[config.mk]
export PLATFORM = sky130hd
export DESIGN_NAME = microwave_controller
export DESIGN_NICKNAME = d
export VERILOG_FILES = /design/src/rtl/microwave_pkg.sv /design/src/rtl/microwave_controller_tick_prescaler.sv /design/src/rtl/microwave_controller.sv
export SDC_FILE = /design/constraint.sdc
export NUM_CORES = 1
export LEC_CHECK = 0
export CORE_ASPECT_RATIO = 2
export CORE_UTILIZATION = 50
export CTS_BUF_LIST = sky130_fd_sc_hd__clkbuf_8
export DETAILED_ROUTE_END_ITERATION = 6
export PLACE_DENSITY = 0.71
export SYNTH_ARGS = -nofsm -noshare
export SYNTH_HDL_FRONTEND = slang
export SYNTH_HIERARCHICAL = 1
export SYNTH_SLANG_ARGS = --single-unit
[constraint.sdc]
create_clock -name clk -period 2.35 [get_ports clk]
set_clock_uncertainty 0.15 [all_clocks]
set_input_delay 0.705 -clock clk [delete_from_list [all_inputs] [get_ports clk]]
set_output_delay 0.705 -clock clk [all_outputs]
set_load 0.05 [all_outputs]
[src/rtl/microwave_pkg.sv]
// Shared types and constants for the microwave front-panel sequencer.
// The optional end-of-cook beeper is enabled with MICROWAVE_DONE_BEEP_EN.
package microwave_pkg;

  typedef enum logic [2:0] {
    IDLE  = 3'd0,
    ENTRY = 3'd1,
    COOK  = 3'd2,
    PAUSE = 3'd3,
    DONE  = 3'd4
  } mw_state_t;

  // Number of MM:SS digits the timer accepts (M:SS, three digits)
  localparam logic [1:0] DIGITS_MAX = 2'd3;
  // Largest legal BCD keypad digit
  localparam logic [3:0] BCD_MAX    = 4'd9;

endpackage

[src/rtl/microwave_controller_tick_prescaler.sv]
// Countdown prescaler: divides clk by TICK_DIV while running, holds its
// count while paused, and returns to zero on restart.
module tick_prescaler #(
  parameter int TICK_DIV = 50_000_000
) (
  input  logic clk,
  input  logic clear,
  input  logic run,
  input  logic restart,
  output logic tick
);

  localparam int CW = $clog2(TICK_DIV);
  localparam logic [CW-1:0] LAST = CW'(TICK_DIV - 1);

  logic [CW-1:0] cnt;

  // Tick fires on the cycle the counter wraps; consumer registers it
  assign tick = run && !restart && (cnt == LAST);

  // Prescaler count: restart wins, otherwise advance only while running
  always_ff @(posedge clk or posedge clear) begin
    if (clear) begin
      cnt <= '0;
    end else if (restart) begin
      cnt <= '0;
    end else if (run) begin
      if (cnt == LAST) begin
        cnt <= '0;
      end else begin
        cnt <= cnt + CW'(1);
      end
    end
  end

endmodule

[src/rtl/microwave_controller.sv]
// Microwave front-panel sequencer: keypad entry, start/pause/clear, door
// interlock, 1 Hz countdown gating and magnetron/beeper drive.
// Optional feature macro: MICROWAVE_DONE_BEEP_EN (timed end-of-cook beep).
module microwave_controller
  import microwave_pkg::*;
#(
  parameter int TICK_DIV    = 50_000_000,
  parameter int BEEP_CYCLES = 100_000_000
) (
  input  logic       clk,
  input  logic       clear,
  input  logic       keypad_valid,
  input  logic [3:0] keypad_digit,
  input  logic       start,
  input  logic       stop_clear,
  input  logic       door_closed,
  input  logic       timer_zero,
  output logic       timer_load,
  output logic [3:0] timer_digit,
  output logic       timer_en,
  output logic       timer_clear,
  output logic       mag_on,
  output logic       beep
);

  // Elaboration-time sanity check of the configuration
  if (TICK_DIV < 2 || BEEP_CYCLES < 1) begin : g_bad_params
    $error("microwave_controller: TICK_DIV must be >= 2 and BEEP_CYCLES >= 1");
  end

  mw_state_t  state;
  logic       key_q;
  logic [1:0] count;

  logic key_rise;
  logic key_ok;
  logic run;
  logic restart;
  logic tick;
  logic done_exit;

  assign key_rise = keypad_valid & ~key_q;
  assign key_ok   = key_rise && (keypad_digit <= BCD_MAX);

  // Prescaler advances only on a cycle where COOK will stay in COOK, so a
  // pause or finish freezes it exactly at the value it had when sampled.
  assign run     = (state == COOK) && door_closed && !stop_clear && !timer_zero;
  assign restart = (state != COOK) && (state != PAUSE);

  tick_prescaler #(
    .TICK_DIV (TICK_DIV)
  ) u_prescaler (
    .clk     (clk),
    .clear   (clear),
    .run     (run),
    .restart (restart),
    .tick    (tick)
  );

`ifdef MICROWAVE_DONE_BEEP_EN
  localparam int BW = $clog2(BEEP_CYCLES + 1);
  logic [BW-1:0] beep_cnt;

  assign done_exit = start || stop_clear || (beep_cnt == BW'(BEEP_CYCLES - 1));
`else
  assign done_exit = 1'b1;
  assign beep      = 1'b0;
`endif

  // Main sequencer: state, keypad edge register, digit count and all outputs
  always_ff @(posedge clk or posedge clear) begin
    if (clear) begin
      state       <= IDLE;
      key_q       <= 1'b0;
      count       <= 2'd0;
      timer_load  <= 1'b0;
      timer_digit <= 4'd0;
      timer_en    <= 1'b0;
      timer_clear <= 1'b0;
      mag_on      <= 1'b0;
`ifdef MICROWAVE_DONE_BEEP_EN
      beep        <= 1'b0;
      beep_cnt    <= '0;
`endif
    end else begin
      key_q       <= keypad_valid;
      timer_load  <= 1'b0;
      timer_en    <= 1'b0;
      timer_clear <= 1'b0;

      case (state)
        IDLE: begin
          mag_on <= 1'b0;
          if (!stop_clear && key_ok) begin
            timer_load  <= 1'b1;
            timer_digit <= keypad_digit;
            count       <= 2'd1;
            state       <= ENTRY;
          end
        end

        ENTRY: begin
          if (stop_clear) begin
            timer_clear <= 1'b1;
            count       <= 2'd0;
            state       <= IDLE;
          end else if (start && door_closed && !timer_zero) begin
            mag_on <= 1'b1;
            state  <= COOK;
          end else if (key_ok && (count < DIGITS_MAX)) begin
            timer_load  <= 1'b1;
            timer_digit <= keypad_digit;
            count       <= count + 2'd1;
          end
        end

        COOK: begin
          if (stop_clear || !door_closed) begin
            mag_on <= 1'b0;
            state  <= PAUSE;
          end else if (timer_zero) begin
            mag_on <= 1'b0;
            state  <= DONE;
`ifdef MICROWAVE_DONE_BEEP_EN
            beep     <= 1'b1;
            beep_cnt <= '0;
`endif
          end else begin
            mag_on   <= 1'b1;
            timer_en <= tick;
          end
        end

        PAUSE: begin
          if (stop_clear) begin
            timer_clear <= 1'b1;
            count       <= 2'd0;
            state       <= IDLE;
          end else if (start && door_closed) begin
            mag_on <= 1'b1;
            state  <= COOK;
          end
        end

        DONE: begin
          mag_on <= 1'b0;
          if (done_exit) begin
            timer_clear <= 1'b1;
            count       <= 2'd0;
            state       <= IDLE;
`ifdef MICROWAVE_DONE_BEEP_EN
            beep        <= 1'b0;
          end else begin
            beep_cnt    <= beep_cnt + BW'(1);
`endif
          end
        end

        default: begin
          mag_on <= 1'b0;
          state  <= IDLE;
        end
      endcase
    end
  end

endmodule

==> run metrics <==
Vias=2246; Placed Area=2770 um^2; clock-pin slew on the worst setup and hold paths=0.08 ns; dominant cell type by area after synthesis=dfrtp_1; vias per cell=6.22; syn nets=273; Worst Path Buf+Inv=1; largest net degree at the start of global routing=27; Clock Tree Root=clkbuf_8; Crit. End Element=primary output; Rel. slew slack=0.643; Slew @ Worst Pin=0.534 ns; Synth Flop Type=dfrtp_1; Hold Buf Count CTS=0; total die area=4990 um^2; total grt overflow=0; Antenna Nets Post-Route=0; Worst-Skew Late Latency=0.30 ns; PortBufs=18; WL/cell=17.1 um; Clock Sinks=40; Area Overhead vs Synth=23.9%; Post-Layout Cell Count=361; Top delay family on crit path=buffers and inverters; Max Fclk=433 MHz; antenna violations before repair=0; CTS Buffer Depth=2; worst r2r src=u_prescaler/cnt[10]; Final Hold Viols=0; Die Y=98.9 um; warnings from Yosys=6; critical path type=flip-flop to primary output; r2r setup slk=0.13 ns; critical path fanouts, max=2; max capacitance violation total=0; Iter 0 DRT Violations=53; GPL Wtd Cong=0.992; peak per-stage delay on the critical path=0.80 ns; share of the synthesized area in the top cell type=0.426; Final Net Count=318; CP cell instances=clkdlybuf4s50_1; slowest CP cell=clkdlybuf4s50_1; Setup TNS Final=0 ns; ANT cells=0; asr flop ratio synth=1.00; Setup-failing EPs final=0; Distinct cells, synth=50; Post-Syn Area=2350 um^2; fill count=412; final instance area=2910 um^2; row cnt=35; Post-synth EDFFs=0; Power Dens Cells=714 nW/um^2; Seq/Total Area, Yosys=0.426; CTS tree=done; synthesized area per cell=9.03 um^2; Tmin final=2.31 ns; Total Routing Usage GR=0.276; Worst R2R End=u_prescaler/cnt[19]; first-pass GRT wire length=10400 um; crit path DAT=1.45 ns; H-tree depth=2; number of buffers created by CTS=5; Worst Setup Start Kind=flip-flop; outcome=complete, no violations; leakage dissipation=0.00121 uW; total wire length=6170 um; top cells by area, synth=dfrtp_1, nor2_1, nand2_1; CP Launch Point=mag_on; I/O pins=20; Max Slew Vio Count=0; Req. time, crit path=1.49 ns; Hold WC Path Type=flip-flop to flip-flop; vias in the first global route=2288; Synth Instances=260; crit path to=mag_on; flops & latches, synth=40; period utilisation layout=0.982; cell depth of the worst setup path=1; CORE AREA=4550 um^2; hpwl dp=4480 um; fraction of layout cells with a size suffix above 1=0.212; worst reg2reg path depth=7; Post-route DRC=0; initial core utilization=0.516; Initial DRT Pass Iterations=4; dpl cells=352; Worst VDD drop=0.613 mV; RSZ-0062 raised after global routing=false; chip width=50.5 um
synth_stat cells, types with 2 or more instances:
cell type,n
dfrtp_1,40
nand3b_1,3
nand3_2,2
nand3_1,10
clkbuf_1,8
buf_2,2
a31oi_1,7
xor2_1,4
nor2b_1,4
nor4_1,5
nor2_1,30
a21o_1,2
nor4b_1,4
inv_1,12
a22oi_1,2
nand2_1,25
o32ai_1,2
and2_1,2
nor3_1,2
o21ai_0,13
a21oi_1,16
and3_1,3
or4_1,2
nand2b_1,4
ha_1,2
or3_1,10
mux2i_1,2
nor4_4,2
a32o_1,2
nand4_1,13
a32oi_1,2
mux2_4,5
state kept, by name (all words and copies together) (netlist names):
name and count:
u_prescaler/cnt 26, timer_digit 4, state 3, count 2
key_q 1, mag_on 1, timer_clear 1, timer_en 1
timer_load 1
worst min-delay path by stage:
stage                         startpoint             end  slack, ns  cells after the start
after global routing            count[0]        count[0]       0.38                      1
after detailed placement  timer_digit[3]  timer_digit[3]       0.34                      1
final                             mag_on          mag_on       0.36                      2
after floorplan                 count[0]        count[0]       0.32                      1
after global placement            mag_on          mag_on       0.33                      2
after CTS                       count[0]        count[0]       0.36                      1
through the flow:
| step | utilization | hold slack, ns | setup slack (ns) | total power (uW) |
|---|---|---|---|---|
| floorplan | - | 0.320 | 0.0264 | 1280 |
| global placement | 0.607 | 0.327 | -0.215 | 1500 |
| detailed placement | 0.607 | 0.345 | -0.254 | 1510 |
| CTS | 0.632 | 0.362 | 0.0331 | 2090 |
| global route | 0.639 | 0.378 | 0.00403 | 2170 |
| finish | 0.639 | 0.359 | 0.0432 | 2080 |
final cells by class:
cell class	count	area (um^2)	area share
multi-input cells	197	1270	0.437
flip-flops and latches	40	1000	0.344
inverters	12	45.0	0.0155
clock inverters	3	42.5	0.0146
repair buffers	49	412	0.141
clock buffers	5	68.8	0.0236
well taps	55	68.8	0.0236
placed cells by master (no fill, tap or decap), types with 12 or more instances in the layout:
cell | Yosys | layout
dfrtp_1 | 40 | 40
nand2_1 | 25 | 25
a21oi_1 | 16 | 16
nor2_1 | 30 | 29
clkdlybuf4s50_1 | 0 | 12
buf_4 | 1 | 34
nand4_1 | 13 | 13
o21ai_0 | 13 | 12
layer usage:
| metal | vias up | track usage | wire length, um |
|---|---|---|---|
| li1 | 1044 | - | - |
| met1 | 1073 | 0.288 | 2240 |
| met2 | 93 | 0.483 | 3320 |
| met3 | 36 | 0.0401 | 253 |
| met4 | 0 | 0.201 | 360 |
| met5 | - | 0 | 0 |
timing repair:
action / in CTS / in global routing
endpoints found under the setup margin: 0 / 8
buffers inserted: 0 / 1
resized for setup: 0 / 10
cell families (layout without fill, tap and decap cells):
logic type | Yosys count | after routing | share of synthesized area
simple gates | 130 | 130 | 0.322
mux | 8 | 8 | 0.0453
flops | 40 | 40 | 0.426
fa+ha+maj | 2 | 2 | 0.0107
buf+inv | 23 | 69 | 0.0394
other cells | 1 | 1 | 0.00160
xor+xnor | 4 | 4 | 0.0149
compound gates | 52 | 52 | 0.140
power breakdown:
group,leakage (uW),internal (uW),switching (uW)
combinational,0.000617,271,407
clock,0.0000541,315,260
sequential,0.000542,766,58.9
total,0.00121,1350,726
Power figures use the tool's default switching activity.
